$ cat config.mk
export PLATFORM = sky130hd
export DESIGN_NAME = sram_data_responder
export DESIGN_NICKNAME = d
export VERILOG_FILES = /design/src/rtl/sram_data_responder.sv
export SDC_FILE = /design/constraint.sdc
export NUM_CORES = 1
export LEC_CHECK = 0
export ABC_AREA = 1
export BUFFER_PORTS_ARGS = -buffer_cell sky130_fd_sc_hd__buf_2
export CAP_MARGIN = 20
export CORE_MARGIN = 3
export CORE_UTILIZATION = 45
export DETAILED_ROUTE_END_ITERATION = 12
export GPL_TIMING_DRIVEN = 1
export MAX_ROUTING_LAYER = met4
export PLACE_DENSITY = 0.77
export SLEW_MARGIN = 10
export SYNTH_ARGS = -nofsm -noshare
export SYNTH_HDL_FRONTEND = slang
export SYNTH_SLANG_ARGS = --single-unit
$ cat constraint.sdc
create_clock -name clk -period 3.5 [get_ports clk]
set_input_delay 0.35 -clock clk [delete_from_list [all_inputs] [get_ports clk]]
set_output_delay 0.35 -clock clk [all_outputs]
set_load 0.02 [all_outputs]
$ cat src/rtl/sram_data_responder.sv
// Data-bus target that turns one initiator access into a timed strobe sequence on an asynchronous 16-bit SRAM.
// Optional macro SRAM_POSTED_WRITE_EN: acknowledge writes in WR_SETUP while the SRAM cycle completes from captured registers.
module sram_data_responder #(
    parameter int ADDR_WIDTH  = 18,
    parameter int WAIT_STATES = 1
) (
    input  logic                  clk,
    input  logic                  reset_n,
    input  logic [19:1]           m_addr,
    output logic [15:0]           m_data_out,
    input  logic [15:0]           m_data_in,
    input  logic                  m_access,
    output logic                  m_ack,
    input  logic                  m_wr_en,
    input  logic [1:0]            m_bytesel,
    input  logic                  io,
    output logic [ADDR_WIDTH-1:0] sram_addr,
    input  logic [15:0]           sram_dq_in,
    output logic [15:0]           sram_dq_out,
    output logic                  sram_dq_oe,
    output logic                  sram_ce_n,
    output logic                  sram_oe_n,
    output logic                  sram_we_n,
    output logic                  sram_lb_n,
    output logic                  sram_ub_n,
    output logic [2:0]            dbg_state
);

    // Handshake: the initiator raises m_access and holds it (with address, data, bytesel, wr_en)
    // until m_ack pulses for one cycle; a request is only taken in IDLE, so a held request simply stalls.
    typedef enum logic [2:0] {
        IDLE, READ, WR_SETUP, WR_PULSE, WR_HOLD, ACK, TURN
    } state_t;

    localparam logic [3:0] WAIT_LAST = 4'(WAIT_STATES);

    state_t                state_q, state_d;
    logic [3:0]            wait_q, wait_d;
    logic [ADDR_WIDTH-1:0] addr_q;
    logic [15:0]           wdata_q;
    logic [1:0]            bytesel_q;
    logic [15:0]           rdata_q;
    logic                  capture;
    logic                  read_done;
    logic                  lanes_on;
    logic                  unused_addr_bits;

    assign unused_addr_bits = ^m_addr;

    always_ff @(posedge clk or negedge reset_n) begin
        if (!reset_n) begin
            state_q <= IDLE;
            wait_q  <= 4'd0;
        end else begin
            state_q <= state_d;
            wait_q  <= wait_d;
        end
    end

    always_comb begin
        state_d    = state_q;
        wait_d     = wait_q;
        capture    = 1'b0;
        read_done  = 1'b0;
        lanes_on   = 1'b0;
        m_ack      = 1'b0;
        sram_ce_n  = 1'b1;
        sram_oe_n  = 1'b1;
        sram_we_n  = 1'b1;
        sram_dq_oe = 1'b0;
        case (state_q)
            IDLE: begin
                if (m_access && !io) begin
                    capture = 1'b1;
                    wait_d  = 4'd0;
                    if (m_bytesel == 2'b00) state_d = ACK;
                    else if (m_wr_en)       state_d = WR_SETUP;
                    else                    state_d = READ;
                end
            end
            READ: begin
                sram_ce_n = 1'b0;
                sram_oe_n = 1'b0;
                lanes_on  = 1'b1;
                if (wait_q == WAIT_LAST) begin
                    read_done = 1'b1;
                    wait_d    = 4'd0;
                    state_d   = ACK;
                end else begin
                    wait_d = wait_q + 4'd1;
                end
            end
            WR_SETUP: begin
                sram_ce_n  = 1'b0;
                sram_dq_oe = 1'b1;
                lanes_on   = 1'b1;
`ifdef SRAM_POSTED_WRITE_EN
                m_ack      = 1'b1;
`endif
                wait_d     = 4'd0;
                state_d    = WR_PULSE;
            end
            WR_PULSE: begin
                sram_ce_n  = 1'b0;
                sram_dq_oe = 1'b1;
                sram_we_n  = 1'b0;
                lanes_on   = 1'b1;
                if (wait_q == WAIT_LAST) begin
                    wait_d  = 4'd0;
                    state_d = WR_HOLD;
                end else begin
                    wait_d = wait_q + 4'd1;
                end
            end
            WR_HOLD: begin
                sram_ce_n  = 1'b0;
                sram_dq_oe = 1'b1;
                lanes_on   = 1'b1;
`ifndef SRAM_POSTED_WRITE_EN
                m_ack      = 1'b1;
`endif
                state_d    = TURN;
            end
            ACK: begin
                m_ack   = 1'b1;
                state_d = TURN;
            end
            TURN:    state_d = IDLE;
            default: state_d = IDLE;
        endcase
    end

    // Request fields are frozen at acceptance; the SRAM side never looks at live bus inputs.
    always_ff @(posedge clk or negedge reset_n) begin
        if (!reset_n) begin
            addr_q    <= '0;
            wdata_q   <= 16'h0000;
            bytesel_q <= 2'b00;
            rdata_q   <= 16'h0000;
        end else begin
            if (capture) begin
                addr_q    <= m_addr[ADDR_WIDTH:1];
                wdata_q   <= m_data_in;
                bytesel_q <= m_bytesel;
            end
            if (read_done) begin
                rdata_q <= {bytesel_q[1] ? sram_dq_in[15:8] : 8'h00,
                            bytesel_q[0] ? sram_dq_in[7:0]  : 8'h00};
            end else if (capture && !m_wr_en && (m_bytesel == 2'b00)) begin
                rdata_q <= 16'h0000;
            end
        end
    end

    assign m_data_out  = rdata_q;
    assign sram_addr   = addr_q;
    assign sram_dq_out = wdata_q;
    assign sram_lb_n   = lanes_on ? ~bytesel_q[0] : 1'b1;
    assign sram_ub_n   = lanes_on ? ~bytesel_q[1] : 1'b1;
    assign dbg_state   = state_q;

endmodule

==> results.ini, run 1 <==
[synthesis]
post_synth_xor_area_fraction_pct = 0.687
syn-cell-area_mm2 = 0.00255
synth_area_leaders = sky130_fd_sc_hd__dfrtp_1 (58%), sky130_fd_sc_hd__nand2_1 (22%), sky130_fd_sc_hd__nand3_1 (8.1%), sky130_fd_sc_hd__inv_1 (1.6%), sky130_fd_sc_hd__buf_4 (1.2%)
synth_fa_ha_area_share_pct = 0.982
mapped_avg_cell_area_um2 = 8.55
synth_largest_area_cell = sky130_fd_sc_hd__dfrtp_1
synthMuxAreaShare_pct = 0
post_synth_num_cell_types = 22
asyncSetResetFlopFracSynth_pct = 100
synth-main-ff-cell = sky130_fd_sc_hd__dfrtp_1
synth.ff_latch_count = 59
dominant_combinational_cell_family_by_area_after_synthesis = simple AND/OR/NAND/NOR gates
syn_inst = 298
synth_compound_area_share_pct = 0.982
netlist.area_leader.share_pct = 57.9
post_synth_top_cells = sky130_fd_sc_hd__nand2_1 (149), sky130_fd_sc_hd__dfrtp_1 (59), sky130_fd_sc_hd__nand3_1 (41)
ys_seq_area_share_pct = 57.9
synth.yosys.warnings = 0
synth-simple-area-share_pct = 34.5
library_cell_with_the_highest_instance_count_after_synthesis = sky130_fd_sc_hd__nand2_1
synth_fp_nets = 358
post_synth_edffs = 0

[worst_setup_path]
timing.setup.critical_path_class = reg2out
r2r_slack_ns = 1.77
data_arrival_time_of_the_critical_path_ns = 1.50
timing.critical_path.required_ns = 3.15
depth_of_the_worst_register_to_register_path = 6
setup.worst_path.start_class = flip-flop
endpoint_kind = primary output
reg2reg_to = m_data_out[7]$_DFFE_PN0P_
crit_path_max_fo = 6
worstReg2RegStart = dbg_state[1]$_DFFE_PN0P_

[global_route]
grt-ovfl-total = 0
antenna_found_initial = 0
grt_met3_use_pct = 3.66
grt_use_total_pct = 19.3
global_route.peak_usage_layer = met2
global_route_wire_length_before_repair_um = 9540
global_route.usage.met2_pct = 31.7
groute.layer.met1.usage_pct = 23.6
grt_pass1_vias = 2187
pin_count_of_the_biggest_net_entering_global_routing = 50

[final_layout]
drive_gt1_share_pct = 34.0
layout.nets = 477
insertedDiodeCount = 0
layout-area-overhead-vs-synth_pct = 32.7
final.fill_count = 479
final_core_utilization_pct = 63.8

[timing]
achievable-frequency_mhz = 541
report.final.slew_viol_count = 0
tightest_slew_ns = 0.504
post_route_setup_slack_ns = 1.65
final_hold_viol_count = 0
worst_slew_margin_rel_pct = 66.4
setup-violations-final = 0
final.min_clock_period_ns = 1.85
timing.clock.skew_ns = 0.00948
unrepaired_setup_endpoints_after_global_routing = false
final.period_utilization_pct = 52.8
timing.setup.tns_ns = 0
hold_slack_ns = 0.231

[power_and_ir_drop]
total_leakage_power_nw = 2.05
irDropWorstVdd_mv = 0.394
total_power_mw = 3.25
power_density_mw_per_mm2 = 961

[die]
pin_count = 118
placement_rows = 26
die-area_mm2 = 0.00660
start_util_pct = 48.1
core-area_mm2 = 0.00530
y_dimension_of_the_die_um = 81.3
die_x_um = 81.3

[worst_hold_path]
worstHoldStart = m_data_in[9]
worst_hold_depth = 3
worst_hold_path_type = in2reg
min_to = sram_dq_out[9]$_DFFE_PN0P_

[run_status]
run_status = complete, no violations

[clocking]
cts.repair.resized = 0
path_clk_slew_ns = 0.06
clockRootBuffer = sky130_fd_sc_hd__clkbuf_8
cts_post_setup_buffers_inserted = 0
tritoncts = built
clock-sinks = 59
cts_max_level = 3
clk_latency_ns = 0.32
cts_buffers = 9
cts.hold.buffers_added = 0
cts_max_path_buffers = 2

[route]
first_iter_violations = 86
drt_pass1_iterations = 5
final_antenna_net_count = 0
via_per_inst = 4.81
routed-via-count = 2361
totalWireLength_um = 6030
wire_per_inst_um = 12.3
drcViolationCount = 0

[placed_design]
portBuffers = 116
post-place-ws_ns = 1.76
final_wtd_congestion = 0.850
place.detailed.hpwl_um = 4320

[run]
max-cap-violations = 0

-- critical path: stages, from the launching register on --
cell	delay [ns]
sky130_fd_sc_hd__dfrtp_1	0.45
sky130_fd_sc_hd__inv_2	0.15
sky130_fd_sc_hd__nand2_1	0.07
sky130_fd_sc_hd__nand2_1	0.16
sky130_fd_sc_hd__nand2_1	0.12
sky130_fd_sc_hd__nand2_1	0.07
sky130_fd_sc_hd__buf_2	0.16
-- layout make-up --
class	instances	area [um2]	share of cell area [%]
Clock buffer	13	159	4.70
Clock inverter	2	35.0	1.04
Inverter	14	52.6	1.55
Multi-Input combinational cell	213	946	28.0
Sequential cell	59	1480	43.7
Tap cell	70	87.6	2.59
Timing Repair Buffer	120	626	18.5
-- stage by stage --
stage	area (um2)	cells
5_1_grt	3380	491
3_3_place_gp	3160	474
6_report	3380	491
4_1_cts	3350	489
3_5_place_dp	3160	474
2_1_floorplan	2550	298
-- layer usage --
layer,vias to the layer above,share of wire (%)
met4,0,1.1
met5,-,0
li1,1171,-
met3,8,7.6
met1,1092,42
met2,90,49
-- state kept, by name (all words and copies together) (netlist names) --
name / flops
dbg_state: 3
m_data_out: 16
wait_q: 4
sram_addr: 18
sram_dq_out: 16
bytesel_q: 2
-- worst max-delay path by stage --
stage	from	slack [ns]	to	cells after the start
final	dbg_state[1]$_DFFE_PN0P_	1.65	sram_ub_n	6
after global routing	dbg_state[1]$_DFFE_PN0P_	1.55	sram_ub_n	6
after CTS	dbg_state[1]$_DFFE_PN0P_	1.63	sram_ub_n	6
after detailed placement	dbg_state[0]$_DFFE_PN0P_	1.76	m_data_out[1]$_DFFE_PN0P_	6
after global placement	dbg_state[1]$_DFFE_PN0P_	1.80	m_data_out[10]$_DFFE_PN0P_	6
after floorplan	dbg_state[1]$_DFFE_PN0P_	2.02	sram_dq_oe	2
-- cell usage in the layout (no fill, tap or decap), drive strengths merged --
master       count
nand3           42
clkinv           1
xor2             2
nand4            2
nor2             9
clkbuf          13
bufinv           1
ha               2
dlygate4sd3      1
o21ai            4
inv             14
nand2          151
a21oi            1
dfrtp           59
buf            119
-- logic make-up (layout without fill, tap and decap cells) --
logic type      Yosys count  count (layout)
compound gates            5               5
xor+xnor                  2               2
simple gates            204             204
flops                    59              59
buf+inv                  26             149
fa+ha+maj                 2               2
-- where the power goes --
part / switching, mW / leakage (nW) / internal (mW)
sequential: 0.218 / 0.758 / 0.998
combinational: 0.969 / 1.19 / 0.464
clock: 0.238 / 0.0995 / 0.363
total: 1.42 / 2.05 / 1.82
(Power assumes the default switching activity.)
==> run 2: changes to the inputs <==
Settings changed: ABC_AREA 1 to 0.
Clock period 3.5 ns to 1.75 ns, I/O delays scaled along.
==> results.ini, run 2 <==
[run_status]
run_status = finished, violations left
violations = setup timing

[synthesis]
synth-main-ff-cell = sky130_fd_sc_hd__dfrtp_1
synth_area_leaders = sky130_fd_sc_hd__dfrtp_1 (58%), sky130_fd_sc_hd__mux2_2 (14%), sky130_fd_sc_hd__mux2i_1 (6.7%), sky130_fd_sc_hd__nand2_1 (3.2%), sky130_fd_sc_hd__o21ai_0 (2.9%)
synth.yosys.warnings = 0  ; unchanged
synth_fp_nets = 261  ; -27%
synth_largest_area_cell = sky130_fd_sc_hd__dfrtp_1
syn-cell-area_mm2 = 0.00255  ; +0.25%
synth.ff_latch_count = 59  ; unchanged
post_synth_num_cell_types = 33  ; +50%
library_cell_with_the_highest_instance_count_after_synthesis = sky130_fd_sc_hd__dfrtp_1
post_synth_top_cells = sky130_fd_sc_hd__dfrtp_1 (59), sky130_fd_sc_hd__mux2_2 (32), sky130_fd_sc_hd__nand2_1 (22)
mapped_avg_cell_area_um2 = 12.7  ; +49%
asyncSetResetFlopFracSynth_pct = 100  ; unchanged
syn_inst = 201  ; -33%
ys_seq_area_share_pct = 57.8  ; -0.14 points
netlist.area_leader.share_pct = 57.8  ; -0.14 points
post_synth_edffs = 0  ; unchanged

[clocking]
tritoncts = built
clk_latency_ns = 0.32  ; about the same
clockRootBuffer = sky130_fd_sc_hd__clkbuf_8
path_clk_slew_ns = 0.07  ; about the same
cts_max_level = 3  ; unchanged
cts_buffers = 9  ; unchanged
clock-sinks = 59  ; unchanged
cts_max_path_buffers = 2  ; unchanged

[route]
first_iter_violations = 54  ; -37%
totalWireLength_um = 5700  ; -5.5%
drcViolationCount = 0  ; unchanged
final_antenna_net_count = 0  ; unchanged
routed-via-count = 1991  ; -16%
wire_per_inst_um = 14.2  ; +15%
drt_pass1_iterations = 4  ; -1
via_per_inst = 4.94  ; +2.7%

[timing]
setup-violations-final = 16  ; +16
timing.clock.skew_ns = 0.00608  ; -0.00340 ns
final.min_clock_period_ns = 1.81
hold_slack_ns = 0.0687  ; -0.162 ns
final.period_utilization_pct = 104
tightest_slew_ns = 0.507  ; +0.00258 ns
timing.setup.tns_ns = -0.538  ; -0.538 ns
unrepaired_setup_endpoints_after_global_routing = true
post_route_setup_slack_ns = -0.0630  ; -1.71 ns
report.final.slew_viol_count = 0  ; unchanged
final_hold_viol_count = 0  ; unchanged
worst_slew_margin_rel_pct = 66.2  ; -0.17 points
achievable-frequency_mhz = 552

[die]
pin_count = 118  ; unchanged
die-area_mm2 = 0.00662  ; +0.23%
y_dimension_of_the_die_um = 81.4  ; +0.12%
start_util_pct = 48.2  ; +0.12 points
die_x_um = 81.4  ; +0.12%
core-area_mm2 = 0.00530  ; unchanged
placement_rows = 26  ; unchanged

[power_and_ir_drop]
power_density_mw_per_mm2 = 1970  ; +110%
irDropWorstVdd_mv = 1.06  ; +170%
total_leakage_power_nw = 1.89  ; -7.8%

[final_layout]
drive_gt1_share_pct = 54.7  ; +21 points
mostFrequentLayoutCell = sky130_fd_sc_hd__buf_2
final.fill_count = 420  ; -12%
insertedDiodeCount = 0  ; unchanged
final_core_utilization_pct = 66.1  ; +2.3 points
layout.nets = 388  ; -19%
most-common-layout-cells = sky130_fd_sc_hd__buf_2 (116), sky130_fd_sc_hd__dfrtp_1 (59), sky130_fd_sc_hd__mux2_2 (32), sky130_fd_sc_hd__nand2_1 (22), sky130_fd_sc_hd__mux2i_1 (17)
largest_register_ffs = 18  ; unchanged
layout-area-overhead-vs-synth_pct = 37.2
stdcell_count = 403  ; -18%
finish.instance_area_mm2 = 0.00351  ; +3.7%

[global_route]
global_route_wire_length_before_repair_um = 8700  ; -8.8%
antenna_found_initial = 0  ; unchanged
pin_count_of_the_biggest_net_entering_global_routing = 60  ; +20%
grt_use_total_pct = 17.5  ; -1.8 points
grt_pass1_vias = 1862  ; -15%
grt-ovfl-total = 0  ; unchanged

[worst_setup_path]
crit_path_max_fo = 8  ; +2
setup.worst_path.start_class = flip-flop
data_arrival_time_of_the_critical_path_ns = 2.00  ; +0.50 ns
endpoint_kind = flip-flop
timing.setup.critical_path_class = reg2reg
timing.critical_path.required_ns = 1.94  ; -1.21 ns

[worst_hold_path]
worst_hold_path_type = in2reg

[placed_design]
portBuffers = 116  ; unchanged
final_wtd_congestion = 0.814  ; -4.3%
placed_cell_area_mm2 = 0.00324  ; +2.7%
place.detailed.hpwl_um = 3970  ; -8.2%
dp_cells = 383  ; -19%

[run]
max-cap-violations = 0  ; unchanged

run 2: changes by cell type after synthesis, moves of 4 or more:
cell	change
sky130_fd_sc_hd__buf_4	-4
sky130_fd_sc_hd__clkbuf_1	+4
sky130_fd_sc_hd__inv_1	-5
sky130_fd_sc_hd__mux2_1	+5
sky130_fd_sc_hd__mux2_2	+32
sky130_fd_sc_hd__mux2i_1	+17
sky130_fd_sc_hd__nand2_1	-127
sky130_fd_sc_hd__nand3_1	-41
sky130_fd_sc_hd__nor2_1	-4
sky130_fd_sc_hd__o21ai_0	+11
run 2: cell type report:
| cell class | instances | area, um2 | share of cell area (%) |
|---|---|---|---|
| sequential | 59 | 1480 | 42.1 |
| multi-input combinational | 121 | 987 | 28.2 |
| timing repair buffer | 131 | 738 | 21.1 |
| clock buffer | 11 | 141 | 4.03 |
| tap | 70 | 87.6 | 2.50 |
| clock inverter | 5 | 52.6 | 1.50 |
| inverter | 6 | 22.5 | 0.642 |
run 2: cells by family (layout without fill, tap and decap cells):
group	count (synthesis)	count (layout)	synth area share, %
AOI/OAI and AO/OA	28	28	6.37
buffers and inverters	21	153	4.26
and+or+nand+nor	36	36	7.30
adders and majority gates	2	2	0.979
DFF	59	59	57.8
muxes	54	54	23.0
xor gates and xnor gates	1	1	0.343
run 2: final timing paths:
check / slack [ns] / end / from / depth (start not counted)
min in group asynchronous: 0.38 / m_data_out[1]$_DFFE_PN0P_ / reset_n / 3
worst min-delay path: 0.07 / sram_addr[13]$_DFFE_PN0P_ / m_addr[14] / 2
worst min register to register: 0.49 / sram_addr[13]$_DFFE_PN0P_ / sram_addr[13]$_DFFE_PN0P_ / 1
worst max register to register: -0.06 / m_data_out[10]$_DFFE_PN0P_ / wait_q[1]$_DFFE_PN0P_ / 6
worst max-delay path: -0.06 / m_data_out[10]$_DFFE_PN0P_ / wait_q[1]$_DFFE_PN0P_ / 6
max in group asynchronous: 1.11 / wait_q[3]$_DFFE_PN0P_ / reset_n / 3
run 2: where the power goes:
group / switching [mW] / total, mW / internal [mW]
registers: 0.412 / 2.45 / 2.03
clock network: 0.504 / 1.19 / 0.689
logic: 1.89 / 3.28 / 1.39
total: 2.81 / 6.92 / 4.11
run 2: critical path, cell delays in order (launching register included):
cell                        delay (ns)
sky130_fd_sc_hd__dfrtp_1          0.39
sky130_fd_sc_hd__inv_2            0.08
sky130_fd_sc_hd__ha_4             0.11
sky130_fd_sc_hd__or3b_4           0.37
sky130_fd_sc_hd__or3b_4           0.42
sky130_fd_sc_hd__clkbuf_16        0.19
sky130_fd_sc_hd__mux2i_1          0.12
run 2: layer usage:
layer  vias up  global-route usage (%)  routed length, um
met5         -                       -                  0
met4         0                    6.08                 42
met3         6                    3.55                447
met2        83                    26.9               2660
met1       950                    23.2               2550
li1        952                       -                  -
run 2: through the flow:
stage | total power, mW | setup WS, ns
finish | 6.92 | -0.0630
global placement | 5.56 | 0.0216
global route | 7.39 | -0.107
floorplan | 4.51 | -0.155
detailed placement | 5.67 | -0.0158
CTS | 6.89 | -0.0112
run 2: timing repair:
item	CTS	global route
setup buffers	0	2
endpoints found under the setup margin	16	19
hold buffers	1	0
resized for setup	1	4
endpoints found under the hold margin	59	0
cloned	0	1
==> run 3: changes to the inputs <==
Settings changed: GPL_ROUTABILITY_DRIVEN from default to 0, SLEW_MARGIN 10 to 40, TNS_END_PERCENT from default to 20.
==> results.ini, run 3 (same netlist as run 2, synthesis figures left out) <==
[global_route]
grt_pass1_vias = 1862  ; unchanged
global_route.peak_usage_layer = met2
grt-ovfl-total = 0  ; unchanged
global_route_wire_length_before_repair_um = 8700  ; unchanged
global_route.usage.met2_pct = 26.9  ; unchanged
pin_count_of_the_biggest_net_entering_global_routing = 60  ; unchanged
grt_met3_use_pct = 3.55  ; unchanged
grt_use_total_pct = 17.5  ; unchanged
antenna_found_initial = 0  ; unchanged
groute.layer.met1.usage_pct = 23.2  ; unchanged

[clocking]
cts_max_level = 3  ; unchanged
path_clk_slew_ns = 0.07  ; about the same
clock-sinks = 59  ; unchanged
tritoncts = built
clockRootBuffer = sky130_fd_sc_hd__clkbuf_8
cts_buffers = 9  ; unchanged
cts_max_path_buffers = 2  ; unchanged
clk_latency_ns = 0.32  ; about the same

[route]
final_antenna_net_count = 0  ; unchanged
totalWireLength_um = 5700  ; unchanged
first_iter_violations = 54  ; unchanged
drt_pass1_iterations = 4  ; unchanged
drcViolationCount = 0  ; unchanged
routed-via-count = 1991  ; unchanged
via_per_inst = 4.94  ; unchanged
wire_per_inst_um = 14.2  ; unchanged

[final_layout]
layout.nets = 388  ; unchanged
insertedDiodeCount = 0  ; unchanged
layout-area-overhead-vs-synth_pct = 37.2  ; unchanged
mostFrequentLayoutCell = sky130_fd_sc_hd__buf_2
largest_register_ffs = 18  ; unchanged
most-common-layout-cells = sky130_fd_sc_hd__buf_2 (116), sky130_fd_sc_hd__dfrtp_1 (59), sky130_fd_sc_hd__mux2_2 (32), sky130_fd_sc_hd__nand2_1 (22), sky130_fd_sc_hd__mux2i_1 (17)
drive_gt1_share_pct = 54.7  ; unchanged
finish.instance_area_mm2 = 0.00351  ; unchanged
final.fill_count = 420  ; unchanged

[timing]
final.min_clock_period_ns = 1.81  ; unchanged
report.final.slew_viol_count = 0  ; unchanged
worst_slew_margin_rel_pct = 66.2  ; unchanged
post_route_setup_slack_ns = -0.0630  ; unchanged
achievable-frequency_mhz = 552  ; unchanged
final_hold_viol_count = 0  ; unchanged
tightest_slew_ns = 0.507  ; unchanged
unrepaired_setup_endpoints_after_global_routing = true
timing.clock.skew_ns = 0.00608  ; unchanged
setup-violations-final = 16  ; unchanged
timing.setup.tns_ns = -0.538  ; unchanged
final.period_utilization_pct = 104  ; unchanged

[power_and_ir_drop]
total_power_mw = 6.92  ; unchanged
power_density_mw_per_mm2 = 1970  ; unchanged
total_leakage_power_nw = 1.89  ; unchanged
irDropWorstVdd_mv = 1.06  ; unchanged

[placed_design]
portBuffers = 116  ; unchanged
place.detailed.hpwl_um = 3970  ; unchanged
post-place-ws_ns = -0.0158  ; unchanged
placed_cell_area_mm2 = 0.00324  ; unchanged

[worst_setup_path]
reg2reg_to = m_data_out[10]$_DFFE_PN0P_
crit_path_max_fo = 8  ; unchanged
r2r_slack_ns = -0.06  ; about the same
timing.critical_path.required_ns = 1.94  ; about the same
data_arrival_time_of_the_critical_path_ns = 2.00  ; about the same
setup.worst_path.start_class = flip-flop
worstReg2RegStart = wait_q[1]$_DFFE_PN0P_
endpoint_kind = flip-flop
depth_of_the_worst_register_to_register_path = 6  ; unchanged
timing.setup.critical_path_class = reg2reg

[worst_hold_path]
min_to = sram_addr[13]$_DFFE_PN0P_
worst_hold_path_type = in2reg
worstHoldStart = m_addr[14]
worst_hold_depth = 2  ; unchanged

[die]
core-area_mm2 = 0.00530  ; unchanged
pin_count = 118  ; unchanged
start_util_pct = 48.2  ; unchanged
die-area_mm2 = 0.00662  ; unchanged
die_x_um = 81.4  ; unchanged
placement_rows = 26  ; unchanged
y_dimension_of_the_die_um = 81.4  ; unchanged

[run_status]
run_status = finished, violations left
violations = setup timing

[run]
max-cap-violations = 0  ; unchanged

[run 3: cell counts in the layout (fill, tap and decap cells not counted)]
No cell type changed its count.
[run 3: cell type report]
class	count	area, um2	area share, %
timing repair buffer	131	738	21.1
multi-input combinational	121	987	28.2
tap	70	87.6	2.50
sequential	59	1480	42.1
inverter	6	22.5	0.642
clock buffer	11	141	4.03
clock inverter	5	52.6	1.50
[run 3: how the worst max path moves through the flow]
stage,from,endpoint,slack (ns),cells after the start
2_1_floorplan,wait_q[1]$_DFFE_PN0P_,m_data_out[0]$_DFFE_PN0P_,-0.16,8
3_3_place_gp,wait_q[1]$_DFFE_PN0P_,m_data_out[11]$_DFFE_PN0P_,0.02,6
3_5_place_dp,wait_q[1]$_DFFE_PN0P_,m_data_out[14]$_DFFE_PN0P_,-0.02,6
4_1_cts,wait_q[1]$_DFFE_PN0P_,m_data_out[14]$_DFFE_PN0P_,-0.01,6
5_1_grt,wait_q[1]$_DFFE_PN0P_,m_data_out[10]$_DFFE_PN0P_,-0.11,6
6_report,wait_q[1]$_DFFE_PN0P_,m_data_out[10]$_DFFE_PN0P_,-0.06,6
[run 3: critical path: stages, from the launching register on]
cell	delay (ns)
sky130_fd_sc_hd__dfrtp_1	0.39
sky130_fd_sc_hd__inv_2	0.08
sky130_fd_sc_hd__ha_4	0.11
sky130_fd_sc_hd__or3b_4	0.37
sky130_fd_sc_hd__or3b_4	0.42
sky130_fd_sc_hd__clkbuf_16	0.19
sky130_fd_sc_hd__mux2i_1	0.12
[run 3: through the flow]
stage / hold WS, ns / utilization, % / cells
after floorplan: -0.121 / - / 201
after global placement: 0.206 / 61.2 / 383
after detailed placement: 0.200 / 61.2 / 383
after CTS: 0.0488 / 65.1 / 400
after global routing: 0.0434 / 66.1 / 403
final: 0.0687 / 66.1 / 403
[run 3: where the power goes]
group	internal, mW	leakage [nW]	switching, mW
Clock	0.689	0.0991	0.504
Combinational	1.39	1.05	1.89
Sequential	2.03	0.738	0.412
Total	4.11	1.89	2.81
[run 3: routing by layer]
layer  vias to the layer above  part of all wire, %
li1                        952                    -
met1                       950                   45
met2                        83                   47
met3                         6                  7.8
met4                         0                 0.74
met5                         -                    0
[run 3: repair_timing]
item,CTS,global route
pin swaps,0,0
buffers inserted,0,2
hold buffers,1,0
endpoints found under the setup margin,16,19
resized for setup,1,4
hold endpoints to repair,59,0
gates cloned,0,1
